File: src/rtl/cpu_pkg.sv
// Shared definitions for the CPU pipeline: the memory-stage FSM encoding,
// the debug instruction-type tags and the register-index width.
package cpu_pkg;

  // Register-file index width
  localparam int REG_IDX_W = 5;

  // Memory-stage handshake FSM encoding (plain constants for legacy tools)
  localparam logic [1:0] ST_IDLE = 2'd0;
  localparam logic [1:0] ST_BUSY = 2'd1;
  localparam logic [1:0] ST_DONE = 2'd2;

  // Debug instruction-type tags carried alongside each instruction
  localparam logic [3:0] INS_NOP    = 4'd0;
  localparam logic [3:0] INS_ALU    = 4'd1;
  localparam logic [3:0] INS_LOAD   = 4'd2;
  localparam logic [3:0] INS_STORE  = 4'd3;
  localparam logic [3:0] INS_BRANCH = 4'd4;
  localparam logic [3:0] INS_JUMP   = 4'd5;

endpackage

File: src/rtl/reg_exe_mem.sv
// EXE/MEM pipeline register. Loads on every rising edge while en=1 and
// holds its contents while the memory stage is stalled (en=0).
module reg_exe_mem
  import cpu_pkg::*;
#(
  parameter int DW = 32
) (
  input  logic                 clk,
  input  logic                 rst_n,
  input  logic                 en,
  input  logic                 exe_wreg,
  input  logic                 exe_m2reg,
  input  logic                 exe_wmem,
  input  logic [DW-1:0]        exe_aluR,
  input  logic [DW-1:0]        exe_rb,
  input  logic [REG_IDX_W-1:0] exe_destR,
  input  logic [3:0]           exe_ins_type,
  input  logic [3:0]           exe_ins_number,
  output logic                 r_wreg,
  output logic                 r_m2reg,
  output logic                 r_wmem,
  output logic [DW-1:0]        r_aluR,
  output logic [DW-1:0]        r_rb,
  output logic [REG_IDX_W-1:0] r_destR,
  output logic [3:0]           r_ins_type,
  output logic [3:0]           r_ins_number
);

  // Capture the execute-stage outputs unless the stage is frozen
  always_ff @(posedge clk or negedge rst_n) begin
    if (!rst_n) begin
      r_wreg       <= 1'b0;
      r_m2reg      <= 1'b0;
      r_wmem       <= 1'b0;
      r_aluR       <= '0;
      r_rb         <= '0;
      r_destR      <= '0;
      r_ins_type   <= '0;
      r_ins_number <= '0;
    end else if (en) begin
      r_wreg       <= exe_wreg;
      r_m2reg      <= exe_m2reg;
      r_wmem       <= exe_wmem;
      r_aluR       <= exe_aluR;
      r_rb         <= exe_rb;
      r_destR      <= exe_destR;
      r_ins_type   <= exe_ins_type;
      r_ins_number <= exe_ins_number;
    end
  end

endmodule

File: src/rtl/mem_stage_hs.sv
// Memory-access stage with a req/ack data-memory port. Zero-wait accesses
// complete in the request cycle; slower ones stall the pipeline through
// BUSY and present the captured result for one DONE cycle. During stall
// cycles the write-back controls are forced low so the enable-less MEM/WB
// register downstream sees a bubble.
module mem_stage_hs
  import cpu_pkg::*;
#(
  parameter int AW = 32,
  parameter int DW = 32
) (
  input  logic                 clk,
  input  logic                 rst_n,
  input  logic                 exe_wreg,
  input  logic                 exe_m2reg,
  input  logic                 exe_wmem,
  input  logic [DW-1:0]        exe_aluR,
  input  logic [DW-1:0]        exe_rb,
  input  logic [REG_IDX_W-1:0] exe_destR,
  input  logic [3:0]           EXE_ins_type,
  input  logic [3:0]           EXE_ins_number,
  input  logic [DW-1:0]        dmem_rdata,
  input  logic                 dmem_ack,
  output logic                 dmem_req,
  output logic                 dmem_we,
  output logic [AW-1:0]        dmem_addr,
  output logic [DW-1:0]        dmem_wdata,
  output logic                 mem_wreg,
  output logic                 mem_m2reg,
  output logic [DW-1:0]        mem_aluR,
  output logic [DW-1:0]        mem_mdata,
  output logic [REG_IDX_W-1:0] mem_destR,
  output logic [3:0]           MEM_ins_type,
  output logic [3:0]           MEM_ins_number,
  output logic                 mem_stall
);

  logic                 r_wreg;
  logic                 r_m2reg;
  logic                 r_wmem;
  logic [DW-1:0]        r_aluR;
  logic [DW-1:0]        r_rb;
  logic [REG_IDX_W-1:0] r_destR;
  logic [3:0]           r_ins_type;
  logic [3:0]           r_ins_number;

  logic [1:0]           state_reg;
  logic [1:0]           state_next;
  logic [DW-1:0]        rdata_q;
  logic                 memop;

  reg_exe_mem #(
    .DW(DW)
  ) u_reg_exe_mem (
    .clk            (clk),
    .rst_n          (rst_n),
    .en             (~mem_stall),
    .exe_wreg       (exe_wreg),
    .exe_m2reg      (exe_m2reg),
    .exe_wmem       (exe_wmem),
    .exe_aluR       (exe_aluR),
    .exe_rb         (exe_rb),
    .exe_destR      (exe_destR),
    .exe_ins_type   (EXE_ins_type),
    .exe_ins_number (EXE_ins_number),
    .r_wreg         (r_wreg),
    .r_m2reg        (r_m2reg),
    .r_wmem         (r_wmem),
    .r_aluR         (r_aluR),
    .r_rb           (r_rb),
    .r_destR        (r_destR),
    .r_ins_type     (r_ins_type),
    .r_ins_number   (r_ins_number)
  );

  // A load+store combination is treated as a store (dmem_we follows r_wmem)
  assign memop = r_m2reg | r_wmem;

  // Handshake FSM: request/stall decode and next-state selection
  always_comb begin
    state_next = state_reg;
    dmem_req   = 1'b0;
    mem_stall  = 1'b0;
    case (state_reg)
      ST_IDLE: begin
        dmem_req = memop;
        if (memop && !dmem_ack) begin
          mem_stall  = 1'b1;
          state_next = ST_BUSY;
        end
      end
      ST_BUSY: begin
        dmem_req  = 1'b1;
        mem_stall = 1'b1;
        if (dmem_ack) begin
          state_next = ST_DONE;
        end
      end
      ST_DONE: begin
        state_next = ST_IDLE;
      end
      default: begin
        state_next = ST_IDLE;
      end
    endcase
  end

  // FSM state register; reset abandons any outstanding request
  always_ff @(posedge clk or negedge rst_n) begin
    if (!rst_n) begin
      state_reg <= ST_IDLE;
    end else begin
      state_reg <= state_next;
    end
  end

  // Hold the delayed read data so it can be presented in DONE
  always_ff @(posedge clk or negedge rst_n) begin
    if (!rst_n) begin
      rdata_q <= '0;
    end else if (state_reg == ST_BUSY && dmem_ack) begin
      rdata_q <= dmem_rdata;
    end
  end

  // Memory port: all fields come straight from the held register, so they
  // stay stable for the whole request
  assign dmem_addr  = r_aluR[AW-1:0];
  assign dmem_wdata = r_rb;
  assign dmem_we    = r_wmem & dmem_req;

  // Load data: captured copy after a waited access, live bus on zero-wait;
  // forced to 0 while in reset so the stage presents all-zero outputs
  assign mem_mdata = !rst_n                  ? '0      :
                     (state_reg == ST_DONE)  ? rdata_q : dmem_rdata;

  // Bubble gating toward the enable-less MEM/WB register
  assign mem_wreg       = r_wreg & ~mem_stall;
  assign mem_m2reg      = r_m2reg & ~mem_stall;
  assign mem_aluR       = r_aluR;
  assign mem_destR      = r_destR;
  assign MEM_ins_type   = r_ins_type;
  assign MEM_ins_number = r_ins_number;

endmodule

File: config.mk
export PLATFORM = sky130hd
export DESIGN_NAME = mem_stage_hs
export DESIGN_NICKNAME = d
export VERILOG_FILES = /design/src/rtl/cpu_pkg.sv /design/src/rtl/reg_exe_mem.sv /design/src/rtl/mem_stage_hs.sv
export SDC_FILE = /design/constraint.sdc
export NUM_CORES = 1
export LEC_CHECK = 0
export ABC_AREA = 1
export BUFFER_PORTS_ARGS = -buffer_cell sky130_fd_sc_hd__buf_2
export CORE_ASPECT_RATIO = 1.4
export CORE_MARGIN = 3
export CORE_UTILIZATION = 47
export DETAILED_ROUTE_END_ITERATION = 8
export GPL_ROUTABILITY_DRIVEN = 0
export PLACE_DENSITY = 0.9
export SETUP_SLACK_MARGIN = 0.02
export SYNTH_ARGS = -nofsm -noshare
export SYNTH_HDL_FRONTEND = slang
export SYNTH_SLANG_ARGS = --single-unit
File: constraint.sdc
create_clock -name clk -period 1.4 [get_ports clk]
set_clock_uncertainty 0.1 [all_clocks]
set_input_delay 0.28 -clock clk [delete_from_list [all_inputs] [get_ports clk]]
set_output_delay 0.28 -clock clk [all_outputs]
set_load 0.03 [all_outputs]
==> summary.txt <==
Logic synthesis
  • Syn avg cell area: 8.269 sq um
  • Synth top area share: 0.5227
  • Distinct cell type count of the synthesized netlist: 15
  • Seq/Total Area, Yosys: 0.5227
  • Largest family of logic cells by synthesized area: simple AND/OR/NAND/NOR gates
  • Synth Register Bits: about 110
  • Asr flop ratio synth: 1.000
  • Synth area leader: dfrtp_1
  • Cells after Synth: 660
  • Mux cell area share after synthesis: 0
  • Synth Area in Simple Gates: 0.3205
  • Post-synth design cell area: ~5500 sq um
  • Count leader, synth: nand2_1
  • Syn nets: around 780
  • Adder-cell share of the synthesized area: 0
  • Number of synthesized flops with an enable pin: 0
  • Post-synth top flop: dfrtp_1
  • Post-synth top cells: nand2_1 (150), dfrtp_1 (114), nand3_1 (80), nand4_1 (80), nor2_1 (70)
  • Synth area leaders: dfrtp_1 (52%), nand2_1 (10%), nand4_1 (9.2%), nand3_1 (7.3%), o21ai_0 (5.9%)
  • Synth warn: 0
  • Synth Area in XOR/XNOR: 0
  • Compound-Gate Fraction of Synth Area: 0.05869

Final layout
  • Share of layout cells above drive strength 1: 0.4741
  • Multi-input logic area: roughly 2600 sq um
  • Largest regs: rdata_q x32, u_reg_exe_mem.r_aluR x32, u_reg_exe_mem.r_rb x32
  • Final Instance Area: between 9000 and 10000 sq um
  • Layout overhead on the synthesized area: 69.46%
  • Fin nets: roughly 1100
  • # fillers: slightly below 600
  • Sequential cell area: 2856 sq um

Drt
  • DR vias/cell: roughly 6
  • Initial DRC Count: 570
  • DR WL/cell: around 22 microns
  • Vias: a little under 7000
  • Final ANT Viol Nets: 0
  • DRC Markers: 0
  • Total Wirelength: around 24000 microns
  • 1st-pass router iterations: 6

Flow run
  • MaxCap Viol Count: 0

Outcome
  • Failing checks: setup timing
  • Status: finished with violations

Placement
  • Pre-CTS setup slack: -0.2172 ns
  • # port buffers: 260
  • Area after DPL: 7398 sq um
  • Hpwl dp: ~12000 microns

GRT
  • GRT met2 Usage: 0.5599
  • Vias in the first global route: between 6000 and 7000
  • First-pass GRT wire length: ~33000 microns
  • Global-route usage over all layers: 0.3212
  • Met1 Resource Use GR: 0.3606
  • Initial antenna violation count: 1
  • Global route overflow: 0
  • Met3 Resource Use GR: 0.08224
  • Most Crowded Layer GR: met2
  • Pin count of the biggest net entering global routing: 61

Power
  • Cell-internal power: 11870 uW
  • Leak: approximately 0.0047 uW
  • Seq pwr share: 0.274
  • Total net switching power: about 11000 uW
  • Sw Share: 0.4816
  • Clk network pwr share: 0.192
  • Worst vdd ir: ~1.2 mV
  • Logic pwr share: 0.534
  • Pwr dens: 2476 nW/um^2

STA
  • Tmin final: about 2.1 ns
  • Final setup fails: roughly 150
  • RSZ-0062 raised after global routing: yes
  • Fin worst setup slack: -0.6901 ns
  • Slew Viols, Final: 0
  • Peak Freq: approximately 0.48 GHz
  • Final hold viol count: 0
  • Period utilisation layout: 1.493
  • Slew HR: 0.5109
  • Hold_ws: about 0.011 ns
  • Worst Tran Pin Value: 0.7337 ns

Clocking
  • Clock sink count: around 110
  • CTS tree: yes
  • Clock slew at reported path FFs: approximately 0.06 ns
  • CTS Buffer Depth: 2
  • Total CTS buffers: 17
  • H-Tree Level Count: 4
  • Clock Latency Late Sink: ~0.40 ns
  • CTS root buf: clkbuf_16

Worst setup path
  • Worst r2r src: state_reg[1]
  • CP Launch Type: register
  • Crit-path max FO: 14
  • Cell depth of the worst setup path: 7
  • Critical path's largest stage delay: 0.40 ns
  • Arr. time, crit path: roughly 1.7 ns
  • Register-to-Register Path Depth: 8
  • Worst path slowest cell: dfrtp_1
  • Top Family by Delay on Critical Path: buffers and inverters
  • Worst r2r dst: rdata_q[15]
  • WP buf/inv: 4
  • Crit Path Category: register to output port
  • CP endpoint kind: output port
  • Worst-path cell chain: inv_2, nand2_8, inv_6, buf_12, nor2_1, nor2_4, buf_6
  • Setup slack, reg-to-reg: -0.57 ns
  • Required time worst endpoint: between 1 and 1.5 ns

Floorplan
  • Die ar.: between 10000 and 15000 sq um
  • Rows: 45
  • Die H: 133.5 microns
  • Ports: between 200 and 300
  • Die X: around 97 microns
  • Initial core utilization: 0.4920
  • Core area: about 11000 sq um

Hold path
  • Hold Crit Endpoint: u_reg_exe_mem.r_ins_type[2]
  • Hold depth: 3
  • Worst Hold Class: primary input to register
  • Hold wc startpoint: EXE_ins_type[2]
metrics by stage:
stage          total power [uW]  TNS (ns)  cells  utilization
2_1_floorplan             13260    -1.254    660            -
3_3_place_gp              16040    -9.887   1042       0.6670
3_5_place_dp              16340    -14.87   1042       0.6670
4_1_cts                   21680    -36.61   1123       0.7999
5_1_grt                   23820    -67.37   1125       0.8338
6_report                  22900    -60.64   1125       0.8338
how the worst max path moves through the flow:
| stage | startpoint | to |
|---|---|---|
| 4_1_cts | state_reg[0] | mem_mdata[20] |
| 2_1_floorplan | state_reg[0] | mem_mdata[10] |
| 3_3_place_gp | state_reg[0] | mem_mdata[24] |
| 3_5_place_dp | state_reg[0] | mem_mdata[11] |
| 6_report | state_reg[0] | mem_mdata[20] |
| 5_1_grt | state_reg[0] | mem_mdata[30] |
routing by layer:
metal,vias up,wire length (microns)
met5,-,0
met4,0,1714
met3,156,2330
met2,581,12270
met1,3180,8009
li1,2847,-
power by group through the flow:
stage | Sequential [uW] | Clock (uW) | Combinational, uW
2_1_floorplan | 8010 | 0 | 5260
3_3_place_gp | 5810 | 0 | 10200
3_5_place_dp | 5880 | 0 | 10500
4_1_cts | 5940 | 4430 | 11300
5_1_grt | 6410 | 4600 | 12800
6_report | 6270 | 4410 | 12200
logic make-up after synthesis:
logic type / Yosys count
flip-flops: 114
buffers and inverters: 99
AND/OR/NAND/NOR: 383
AO/OA/AOI/OAI: 64
cell usage in the layout, fill, tap and decap left out:
cell           count
buf_12            11
buf_16             3
buf_2            205
buf_4             59
buf_6             56
buf_8              3
bufinv_16          3
clkbuf_1           1
clkbuf_16         21
clkbuf_8           1
clkinv_2           3
clkinv_4           1
clkinvlp_4         5
dfrtp_1          111
dfrtp_2            3
diode_2            1
dlygate4sd3_1     41
inv_1              4
inv_2              2
inv_6              3
nand2_1          145
nand2_2            2
nand2_4            2
nand2_8            2
nand3_1           75
nand3_2            5
nand3_4            1
nand4_1           80
nor2_1            22
nor2_2            14
nor2_4            35
o21ai_0           22
o21ai_1           16
o21ai_2           17
o21ai_4            9
final cells by class:
| type | count | share of cell area |
|---|---|---|
| diodes | 1 | 0.0002706 |
| clock buffers | 19 | 0.04789 |
| clock inverters | 13 | 0.01732 |
| inverters | 8 | 0.004329 |
| multi-input cells | 447 | 0.2825 |
| flip-flops and latches | 114 | 0.3088 |
| well taps | 141 | 0.01907 |
| repair buffers | 382 | 0.3198 |
repair_timing:
action | in CTS | in global routing
pin swaps | 5 | 5
endpoints found under the hold margin | 56 | 0
hold buffers | 41 | 0
resized for setup | 147 | 89
endpoints found under the setup margin | 169 | 212
setup buffers | 9 | 3
cloned | 2 | 6
worst register-to-register path: stages (launching register included):
cell and delay (ns):
dfrtp_2 0.45, buf_4 0.18, inv_6 0.08, nand2_4 0.07
buf_4 0.16, buf_4 0.17, buf_12 0.17, o21ai_0 0.32
nand2_1 0.12
No activity file was read; power rests on OpenSTA's default activity.
